==> config.mk <==
export PLATFORM = sky130hd
export DESIGN_NAME = cell_comm_rx_packet_check
export DESIGN_NICKNAME = d
export VERILOG_FILES = /design/src/rtl/cell_comm_rx_packet_check.sv
export SDC_FILE = /design/constraint.sdc
export NUM_CORES = 1
export LEC_CHECK = 0
export CORE_MARGIN = 2
export CORE_UTILIZATION = 45
export DETAILED_ROUTE_END_ITERATION = 8
export GPL_TIMING_DRIVEN = 0
export PLACE_DENSITY = 0.75
export SKIP_LAST_GASP = 1
export SLEW_MARGIN = 25
export SYNTH_ARGS = -nofsm -noshare
export SYNTH_HDL_FRONTEND = slang
export SYNTH_SLANG_ARGS = --single-unit
export TNS_END_PERCENT = 1
==> constraint.sdc <==
create_clock -name auroraUserClk -period 2.2 [get_ports auroraUserClk]
set_clock_uncertainty 0.1 [all_clocks]
set_input_delay 0.44 -clock auroraUserClk [delete_from_list [all_inputs] [get_ports auroraUserClk]]
set_output_delay 0.44 -clock auroraUserClk [all_outputs]
set_load 0.01 [all_outputs]
==> src/rtl/cell_comm_rx_packet_check.sv <==
// Frames fixed 4-word FA packets from one Aurora RX stream, checks length/CRC/magic,
// strobes out good packets and keeps saturating per-class counters.
module cell_comm_rx_packet_check #(
    parameter logic [7:0] MAGIC         = 8'hA5,
    parameter int         COUNTER_WIDTH = 16
) (
    input  logic                     auroraUserClk,
    input  logic                     auroraUserReset,
    input  logic                     channelUp,
    input  logic                     axisRxTvalid,
    input  logic                     axisRxTlast,
    input  logic [31:0]              axisRxTdata,
    input  logic                     axisRxCRCvalid,
    input  logic                     axisRxCRCpass,
    output logic                     pktValid,
    output logic [7:0]               pktCellIndex,
    output logic [7:0]               pktBpmIndex,
    output logic [31:0]              pktX,
    output logic [31:0]              pktY,
    output logic [31:0]              pktSum,
    output logic [COUNTER_WIDTH-1:0] goodCount,
    output logic [COUNTER_WIDTH-1:0] lengthFaults,
    output logic [COUNTER_WIDTH-1:0] crcFaults,
    output logic [COUNTER_WIDTH-1:0] headerFaults
);

    typedef enum logic [1:0] {
        IDLE    = 2'd0,
        BODY    = 2'd1,
        DISCARD = 2'd2
    } state_t;

    state_t                   state_q;
    logic [1:0]               idx_q;
    logic [31:0]              hdr_q, x_q, y_q;
    logic                     pkt_valid_q;
    logic [7:0]               pkt_cell_q, pkt_bpm_q;
    logic [31:0]              pkt_x_q, pkt_y_q, pkt_sum_q;
    logic [COUNTER_WIDTH-1:0] good_q, len_q, crc_q, hdr_cnt_q;
    logic [COUNTER_WIDTH-1:0] good_d, len_d, crc_d, hdr_cnt_d;

    logic beat, len_evt, crc_evt, hdr_evt, good_evt, eval, crc_bad;

    function automatic logic [COUNTER_WIDTH-1:0] sat_inc(
        input logic [COUNTER_WIDTH-1:0] v,
        input logic                     en
    );
        return (en && (v != '1)) ? v + COUNTER_WIDTH'(1) : v;
    endfunction

    // Beats only count while the channel is up; a dropped channel aborts silently.
    always_comb begin
        beat     = channelUp && axisRxTvalid;
        len_evt  = 1'b0;
        eval     = 1'b0;
        crc_bad  = !(axisRxCRCvalid && axisRxCRCpass);
        unique case (state_q)
            IDLE: len_evt = beat && axisRxTlast;
            BODY: begin
                if (idx_q != 2'd3) begin
                    len_evt = beat && axisRxTlast;
                end else begin
                    len_evt = beat && !axisRxTlast;
                    eval    = beat && axisRxTlast;
                end
            end
            default: len_evt = 1'b0;
        endcase
        crc_evt  = eval && crc_bad;
        hdr_evt  = eval && !crc_bad && (hdr_q[31:24] != MAGIC);
        good_evt = eval && !crc_bad && (hdr_q[31:24] == MAGIC);
    end

    assign good_d    = sat_inc(good_q, good_evt);
    assign len_d     = sat_inc(len_q, len_evt);
    assign crc_d     = sat_inc(crc_q, crc_evt);
    assign hdr_cnt_d = sat_inc(hdr_cnt_q, hdr_evt);

    always_ff @(posedge auroraUserClk) begin
        if (auroraUserReset) begin
            state_q     <= IDLE;
            idx_q       <= 2'd0;
            hdr_q       <= '0;
            x_q         <= '0;
            y_q         <= '0;
            pkt_valid_q <= 1'b0;
            pkt_cell_q  <= '0;
            pkt_bpm_q   <= '0;
            pkt_x_q     <= '0;
            pkt_y_q     <= '0;
            pkt_sum_q   <= '0;
            good_q      <= '0;
            len_q       <= '0;
            crc_q       <= '0;
            hdr_cnt_q   <= '0;
        end else begin
            pkt_valid_q <= good_evt;
            good_q      <= good_d;
            len_q       <= len_d;
            crc_q       <= crc_d;
            hdr_cnt_q   <= hdr_cnt_d;
            if (good_evt) begin
                pkt_cell_q <= hdr_q[23:16];
                pkt_bpm_q  <= hdr_q[15:8];
                pkt_x_q    <= x_q;
                pkt_y_q    <= y_q;
                pkt_sum_q  <= axisRxTdata;
            end
            if (!channelUp) begin
                state_q <= IDLE;
                idx_q   <= 2'd0;
            end else if (axisRxTvalid) begin
                unique case (state_q)
                    IDLE: begin
                        hdr_q <= axisRxTdata;
                        if (!axisRxTlast) begin
                            state_q <= BODY;
                            idx_q   <= 2'd1;
                        end
                    end
                    BODY: begin
                        if (idx_q == 2'd1) x_q <= axisRxTdata;
                        if (idx_q == 2'd2) y_q <= axisRxTdata;
                        if (axisRxTlast) begin
                            state_q <= IDLE;
                            idx_q   <= 2'd0;
                        end else if (idx_q == 2'd3) begin
                            // Overlong frame: drop the rest until its tlast.
                            state_q <= DISCARD;
                            idx_q   <= 2'd0;
                        end else begin
                            idx_q <= idx_q + 2'd1;
                        end
                    end
                    DISCARD: begin
                        if (axisRxTlast) state_q <= IDLE;
                    end
                    default: begin
                        state_q <= IDLE;
                        idx_q   <= 2'd0;
                    end
                endcase
            end
        end
    end

    assign pktValid     = pkt_valid_q;
    assign pktCellIndex = pkt_cell_q;
    assign pktBpmIndex  = pkt_bpm_q;
    assign pktX         = pkt_x_q;
    assign pktY         = pkt_y_q;
    assign pktSum       = pkt_sum_q;
    assign goodCount    = good_q;
    assign lengthFaults = len_q;
    assign crcFaults    = crc_q;
    assign headerFaults = hdr_cnt_q;

endmodule

# Word level (Yosys, flattened, before mapping)

Index checks and enable logic that the tools add are counted.

Input port bits: 39
Output and inout port bits: 177
Word-level logic and storage cells: 70
Bits in registers: 277

Reduce and logical (&&, ||, !) cells: 21
Muxes and demuxes: 12
Add/subtract/negate cells: 5
Equal/unequal tests: 15
Bitwise operators: 2

Operators with widths:

| kind                    | number |
|---|---|
| $add A16 B1 Y16 const B | 4 |
| $ne A16 B16 Y1 const B  | 4 |
| $logic_and A1 B1 Y1     | 12 |
| $mux W2                 | 6 |
| $pmux W2 S3             | 2 |
| $reduce_and A4 Y1       | 3 |
| $eq A8 B8 Y1 const B    | 1 |
| $ne A8 B8 Y1 const B    | 1 |
| $eq A2 B2 Y1 const B    | 3 |
| $ne A2 B2 Y1 const B    | 3 |
| $reduce_and A3 Y1       | 2 |
| $eq A2 B1 Y1 const B    | 2 |
| $mux W1                 | 3 |
| $ne A3 B3 Y1 const B    | 1 |
| $add A2 B1 Y2 const B   | 1 |
| $logic_not A1 Y1        | 2 |
| $logic_not A2 Y1        | 1 |
| $not A1 Y1              | 2 |
| $pmux W1 S2             | 1 |
| $reduce_or A2 Y1        | 1 |

# Depth between registers and ports, before layout

Gate-level depths: netlist of the first run.

Word-level depth: 7
Gate-level depth with buffers: 9

# Worst setup path after synthesis of the first run

OpenSTA, ideal clock, no wires.

Kind: register -> register
Start: reg idx_q[0]
End: reg crc_q[15], in the netlist crcFaults[15]
Data required time: 2030 ps
Cell stages (with the launch flop): 9
Path buffers: 2
Arrival: 2239 ps
Library setup time: 70 ps
Slack: -209 ps
Cells stage by stage: dfxtp_1 -> ha_1 -> nand2_1 -> nand4bb_4 -> buf_6 -> or4_1 -> clkbuf_2 -> or4_1 -> a21oi_1

Cells in the longest elaborated chain, start to end: 5

Ends and longest elaborated chain:

| item                   | line | RTL |
|---|---|---|
| start, declared        | 34   | `logic [1:0] idx_q;` |
| start signal, assigned | 132  | `idx_q <= idx_q + 2'd1;` |
| $ne A2 B2 Y1           | 60   | `if (idx_q != 2'd3) begin` |
| $mux W1                | 60   |  |
| $mux W1                | 57   | `unique case (state_q)` |
| $logic_and A1 B1 Y1    | 69   | `crc_evt = eval && crc_bad;` |
| $logic_and A1 B1 Y1    | 48   | `return (en && (v != '1)) ? v + COUNTER_WIDTH'(1) : v;` |
| end signal, assigned   | 100  | `crc_q <= crc_d;` |
| end, declared          | 39   | `logic [COUNTER_WIDTH-1:0] good_q, len_q, crc_q, hdr_cnt_q;` |

No other way between the ends.
A chain may end at the register's enable or synchronous reset.

# Worst setup path in the final report of the first run

Start: reg state_q[0]
End: reg len_q[13], in the netlist lengthFaults[13]

Cells in the longest elaborated chain, start to end: 3

Ends and longest elaborated chain:

| item                                             | line | RTL |
|---|---|---|
| start, declared                                  | 33   | `state_t state_q;` |
| start signal, assigned                           | 81   | `state_q <= IDLE;` |
| start signal, assigned                           | 110  | `state_q <= IDLE;` |
| start signal, assigned                           | 117  | `state_q <= BODY;` |
| $eq A2 B1 Y1 or $logic_not A2 Y1 (tied branches) | 57   |  |
| $pmux W1 S2 *                                    | 57   |  |
| $logic_and A1 B1 Y1 *                            | 48   |  |
| end signal, assigned                             | 99   | `len_q <= len_d;` |
| end, declared                                    | 39   |  |

Every way passes the cells marked *; elsewhere a longest branch is shown, timed or not.

==> out/qor.csv, run 1 <==
metric,value,unit
finalHoldViolCount,0,
post_drt_wl_per_cell,16.8,um
pwr-share-clk,48.3,%
r2r-start,state_q[0],
grt_setup_unrepaired,yes,
hp-start,channelUp,
fin_crit,2.26,ns
p_sw_share,21.3,%
grt_pass1_vias,9261,
regArea,5400,um^2
insertion_delay,0.55,ns
dieArea,24300,um^2
ios,216,
gp_congestion,0.837,
grt_pass1_wl,48.2,mm
drc,0,
synth_edf_count,0,
leakage,4.60,nW
post-place-ws,-1.05,ns
numCtsBuffers,28,
cp.arrival,2.58,ns
post-route-period-util,103,%
nFillCells,1988,
crit_type,reg2reg,
clockBufferDepth,3,
cp-end-kind,flip-flop,
p_per_area,722,nW/um^2
netlist_area,10400,um^2
syn_inst,1291,
yosys-top-cells-area,"dfxtp_1, nand2_1, a21oi_1, clkbuf_1, xnor2_1",
die_w,156,um
critPathLaunch,state_q[0],
cts.sinks,269,
synth-seq-cells,269,
antenna_left,0,
ys_types,46,
async_flop_share,0,%
switchingPower,0.00215,W
max_freq,442,MHz
dp_hpwl,22.2,mm
layout_setup_ws,-0.0630,ns
required,2.51,ns
dp.cells,1790,
p_comb_share,3.2,%
stdcell_area,14000,um^2
synth_top_area_share,52.0,%
root_buffer,clkbuf_16,
cts_tree,yes,
synth_area_leader_cell,dfxtp_1,
worst_pin_slew,0.849,ns
num_rows,55,
initial_utilization,45.8,%
synth_flop_cell,dfxtp_1,
cts_max_level,1,
p_int,0.00797,W
cp_max_fo,10,
grt_overflow,0,
synth_area_per_cell,8.02,um^2
pwr-share-seq,48.5,%
via_count,9848,
synth_seq_area_share,52.0,%
clk_pin_slew,0.06,ns
grt_max_degree,15,
io_buffer_count,214,
syn_to_final_growth,35.4,%
first_pass_iters,7,
tns,-0.291,ns
drt_iter0_drc,607,
final_max_slew_viol_count,0,
timing.max_cap.violations,0,
drt-total-wl,31.0,mm
die_y,156,um
nets,1587,
hold_buffers,0,
syn_nets,1338,
min_path_type,in2reg,
antenna_found_initial,2,
placed_area,12900,um^2
track_usage,24.7,%
multi_input_area,4720,um^2
core_area,22600,um^2
vdd_ir_drop_max,0.000513,V
startpoint_type,flip-flop,
stdcell_count,1845,
relSlewSlack,42.0,%
violations,setup timing,
layout-drive-gt1-share,7.12,%
setup_viol,22,
ys_warn_count,0,
vias_per_cell,5.34,
status,"finished, violations left",
-- cell type report --
cell class                      instances  area share (%)
Multi-Input combinational cell        933            33.6
Antenna cell                            1          0.0178
Tap cell                              285            2.54
Inverter                                6           0.161
Timing Repair Buffer                  223            15.8
Sequential cell                       269            38.5
Buffer                                 79            2.52
Clock buffer                           40            5.96
Clock inverter                          9           0.937
-- per-stage QoR --
step | hold slack (ns) | total power, W | util [%]
3_3_place_gp | 0.339 | 0.00533 | 56.9
4_1_cts | 0.351 | 0.0102 | 61.6
3_5_place_dp | 0.342 | 0.00533 | 56.9
5_1_grt | 0.317 | 0.0104 | 61.9
2_1_floorplan | 0.332 | 0.00514 | -
6_report | 0.286 | 0.0101 | 62.0
-- worst max-delay path: stages (launching register included) --
cell and delay [ns]:
dfxtp_2 0.36, clkbuf_4 0.20, nand3b_1 0.16, a211oi_4 0.35, o21ai_1 0.13, buf_4 0.20
nor4_4 0.28, mux2_2 0.37
-- placed cells by master (no fill, tap or decap), drive strengths merged, types with 2 or more instances in the layout --
cell type / count
o21ai: 12
o31ai: 7
nand4b: 6
nand3: 21
nor2b: 5
nand2: 436
ha: 8
and3: 7
nor4b: 5
xor2: 11
clkbuf: 107
or3: 9
and4b: 2
nor4: 17
o211ai: 4
nor2: 55
buf: 21
nor3: 13
a21oi: 219
nand2b: 3
dfxtp: 269
clkdlybuf4s50: 212
mux2i: 4
and4: 9
a211oi: 5
and2: 5
clkinv: 6
bufinv: 3
xnor2: 28
inv: 6
nand3b: 2
mux2: 4
nand4: 16
or4: 10
-- power groups by stage --
stage          combinational, W  sequential (W)  clock (W)
2_1_floorplan          0.000128         0.00501          0
3_3_place_gp           0.000309         0.00502          0
3_5_place_dp           0.000312         0.00502          0
4_1_cts                0.000318         0.00491    0.00496
5_1_grt                0.000348         0.00491    0.00516
6_report               0.000324         0.00491    0.00490
-- cell usage after synthesis (all sizes together) (2+ instances only) --
cell type and number:
a211oi 5, a21oi 219, and2 5, and3 7, and4 9, and4b 2, buf 14, clkbuf 69
dfxtp 269, ha 8, inv 6, mux2 4, mux2i 4, nand2 436, nand2b 3, nand3 21
nand3b 2, nand4 16, nand4b 6, nor2 55, nor2b 5, nor3 13, nor4 17, nor4b 5
o211ai 4, o21ai 12, o31ai 7, or3 9, or4 10, xnor2 28, xor2 11
-- path summary, 6_finish.rpt --
kind                                    endpoint  slack [ns]  cells past startpoint
worst max register to register  lengthFaults[13]       -0.06                      7
worst min-delay path                    idx_q[1]        0.29                      3
worst min register to register    pktBpmIndex[0]        0.35                      2
worst max-delay path            lengthFaults[13]       -0.06                      7
-- sequential cells by signal, summed over array words and instances (netlist names) --
register / count
lengthFaults: 16
headerFaults: 16
pktValid: 1
pktX: 32
crcFaults: 16
idx_q: 2
pktBpmIndex: 8
goodCount: 16
x_q: 32
pktCellIndex: 8
y_q: 32
hdr_q: 24
pktSum: 32
pktY: 32
state_q: 2
-- repair_timing --
item                                    in CTS  in global routing
gates resized for setup                     20                 40
buffers inserted                             4                  5
endpoints found under the setup margin     233                228
pin swaps                                    2                  6
-- layer usage --
| metal | vias to the layer above | global-route usage [%] | part of all wire [%] |
|---|---|---|---|
| li1 | 4830 | - | - |
| met1 | 4628 | 32.2 | 43 |
| met2 | 337 | 42.3 | 48 |
| met3 | 51 | 5.03 | 7.4 |
| met4 | 2 | 6.03 | 2.1 |
| met5 | - | 0 | 0.042 |
-- kinds of logic (layout without fill, tap and decap cells) --
family                     count (synthesis)  in the layout  synth area share [%]
buffers and inverters                     89            357                  3.53
muxes                                      8              8                 0.821
and+or+nand+nor                          623            623                  26.4
xor gates and xnor gates                  39             39                  3.30
other                                      0              1                     0
AOI/OAI and AO/OA                        255            255                  13.0
adders and majority gates                  8              8                 0.966
DFF                                      269            269                  52.0
Power figures use the tool's default switching activity.
==> run 2, diff against run 1 <==
--- a/config.mk
+++ b/config.mk
@@ -5,11 +5,13 @@
 export SDC_FILE = /design/constraint.sdc
 export NUM_CORES = 1
 export LEC_CHECK = 0
+export ABC_AREA = 1
 export CORE_MARGIN = 2
 export CORE_UTILIZATION = 45
 export DETAILED_ROUTE_END_ITERATION = 8
 export GPL_TIMING_DRIVEN = 0
-export PLACE_DENSITY = 0.75
+export PLACE_DENSITY = 0.73
+export SETUP_SLACK_MARGIN = 0.4
 export SKIP_LAST_GASP = 1
 export SLEW_MARGIN = 25
 export SYNTH_ARGS = -nofsm -noshare
==> run 2 against run 1 <==
  * The flow now finishes without violations
  * Utilization fell by 1.3 points
  * Worst hold slack got worse by 0.069 ns
  * Global-route usage grew 0.12 points
  * Routed wire length is 10% higher
  * Cell count is 18% higher
  * Sequential cell count is the same
  * Total power increased by 2.9%
  * Cell area is 8.0% higher
  * Count of clock-buffer cells in the layout rose by 1
  * Critical endpoint is now crcFaults[11]
  * Largest cell class unchanged
  * Largest power group is now clock
==> out/qor.csv, run 2 <==
metric,value,unit
status,"complete, no violations",
endpoint,crcFaults[11],
regArea,5460,um^2
hold_buffers,0,
grt_overflow,0,
initial_utilization,45.5,%
placed_area,13900,um^2
r2r-start,crcFaults[0],
multi_input_area,5260,um^2
leakage,6.05,nW
syn_to_final_growth,33.4,%
synth_seq_area_share,47.4,%
cp_slowest_cell,clkdlybuf4s50_1,
crit_buf_inv,1,
path_depth,1,
synth_common_cells,"nor2_1, dfxtp_1, nand2_1",
die_y,163,um
synth-seq-cells,269,
worst-r2r-cell-count,10,
cts_max_level,1,
crit_path_max_incr_delay,0.57,ns
nets,1863,
root_buffer,clkbuf_16,
mostFrequentLayoutCells,"nor2_1, nand2_1, dfxtp_1",
gp_congestion,0.903,
die_w,163,um
yosys-top-cells-area,"dfxtp_1, nor2_1, o21ai_0, nand2_1, a21oi_1",
drc,0,
numCtsBuffers,29,
post_drt_wl_per_cell,15.7,um
fin_crit,2.06,ns
core_area,25000,um^2
track_usage,24.9,%
finalHoldViolCount,0,
synth_flop_cell,dfxtp_1,
max_freq,485,MHz
clk_pin_slew,0.06,ns
cts_tree,yes,
syn_inst,1562,
worst_pin_slew,0.788,ns
grt_setup_unrepaired,yes,
synth_edf_count,0,
vdd_ir_drop_max,0.000541,V
drt-total-wl,34.1,mm
final_max_slew_viol_count,0,
antenna_left,0,
setup_viol,0,
cp.arrival,1.52,ns
timing.max_cap.violations,0,
post-route-period-util,93.7,%
vias_per_cell,5.12,
io_buffer_count,213,
cts.sinks,269,
nFillCells,2291,
reg2reg_slack,0.28,ns
synth_area_leader_cell,dfxtp_1,
via_count,11100,
clockBufferDepth,3,
drt_iter0_drc,834,
dp_hpwl,24.5,mm
antenna_found_initial,1,
synth_area_per_cell,7.27,um^2
worstPathCellList,clkdlybuf4s50_1,
syn_nets,1609,
p_per_area,688,nW/um^2
num_rows,58,
ys_warn_count,0,
first_pass_iters,5,
ys_types,30,
ios,216,
synth_most_common_cell,nor2_1,
grt_max_degree,16,
stdcell_area,15100,um^2
cp-end-kind,output pin,
insertion_delay,0.56,ns
required,1.66,ns
critPathLaunch,crcFaults[11],
synth_top_area_share,47.4,%
crit_family,buffers and inverters,
min_path_type,in2reg,
crit_type,reg2out,
tns,0,ns
r2r_end,crcFaults[2],
startpoint_type,flip-flop,
grt_pass1_vias,10100,
dieArea,26500,um^2
grt_pass1_wl,52.8,mm
cp_max_fo,4,
mostFrequentLayoutCell,nor2_1,
relSlewSlack,47.5,%
netlist_area,11400,um^2
async_flop_share,0,%
layout-drive-gt1-share,12.6,%
run 2: cells by family (layout without fill, tap and decap cells):
family          after synthesis  in the layout  share of synthesized area, %
compound gates              304            304                          14.1
xor+xnor                     24             24                          1.85
fa+ha+maj                     8              8                         0.881
buf+inv                     167            442                          7.18
flops                       269            269                          47.4
other cells                   0              2                             0
simple gates                790            791                          28.6
run 2: stage by stage:
stage               hold slack (ns)  power, W  util [%]  setup WS [ns]  instances
floorplan                     0.330   0.00522         -          0.444       1562
CTS                           0.207    0.0104      59.9          0.126       2158
global placement              0.344   0.00542      55.7         -0.324       2105
global route                  0.222    0.0107      60.7         0.0956       2169
detailed placement            0.346   0.00543      55.7         -0.331       2105
finish                        0.217    0.0104      60.7          0.139       2170
run 2: cell type report:
cell class / count / share of cell area, %
sequential: 269 / 36.0
multi-input combinational: 1127 / 34.7
timing repair buffer: 222 / 14.4
clock buffer: 41 / 5.62
buffer: 78 / 3.23
tap: 330 / 2.73
inverter: 89 / 2.21
clock inverter: 12 / 1.01
antenna: 2 / 0.0330
run 2: per-layer routing:
metal	global-route usage, %	wire length (um)
met5	0	0
met3	4.23	2280
met4	8.00	942
met1	34.3	15800
met2	39.7	15100
run 2: how the worst min path moves through the flow:
stage	startpoint	endpoint	slack, ns	cells past startpoint
after floorplan	hdr_q[15]	hdr_q[15]	0.33	2
after global placement	y_q[2]	pktY[2]	0.34	2
after detailed placement	hdr_q[15]	hdr_q[15]	0.35	2
after CTS	axisRxTlast	idx_q[1]	0.21	4
after global routing	axisRxTlast	idx_q[1]	0.22	4
final	axisRxTlast	idx_q[1]	0.22	4
run 2: timing repair:
action,in CTS,in global routing
setup endpoints to repair,363,414
resized for setup,60,38
buffers inserted,0,8
pin swaps,0,7
cloned,0,2
run 2: power breakdown:
group / switching (W) / internal (W) / total (W)
logic: 0.000270 / 0.000134 / 0.000404
clock network: 0.00204 / 0.00304 / 0.00508
registers: 0.0000246 / 0.00491 / 0.00493
total: 0.00233 / 0.00809 / 0.0104
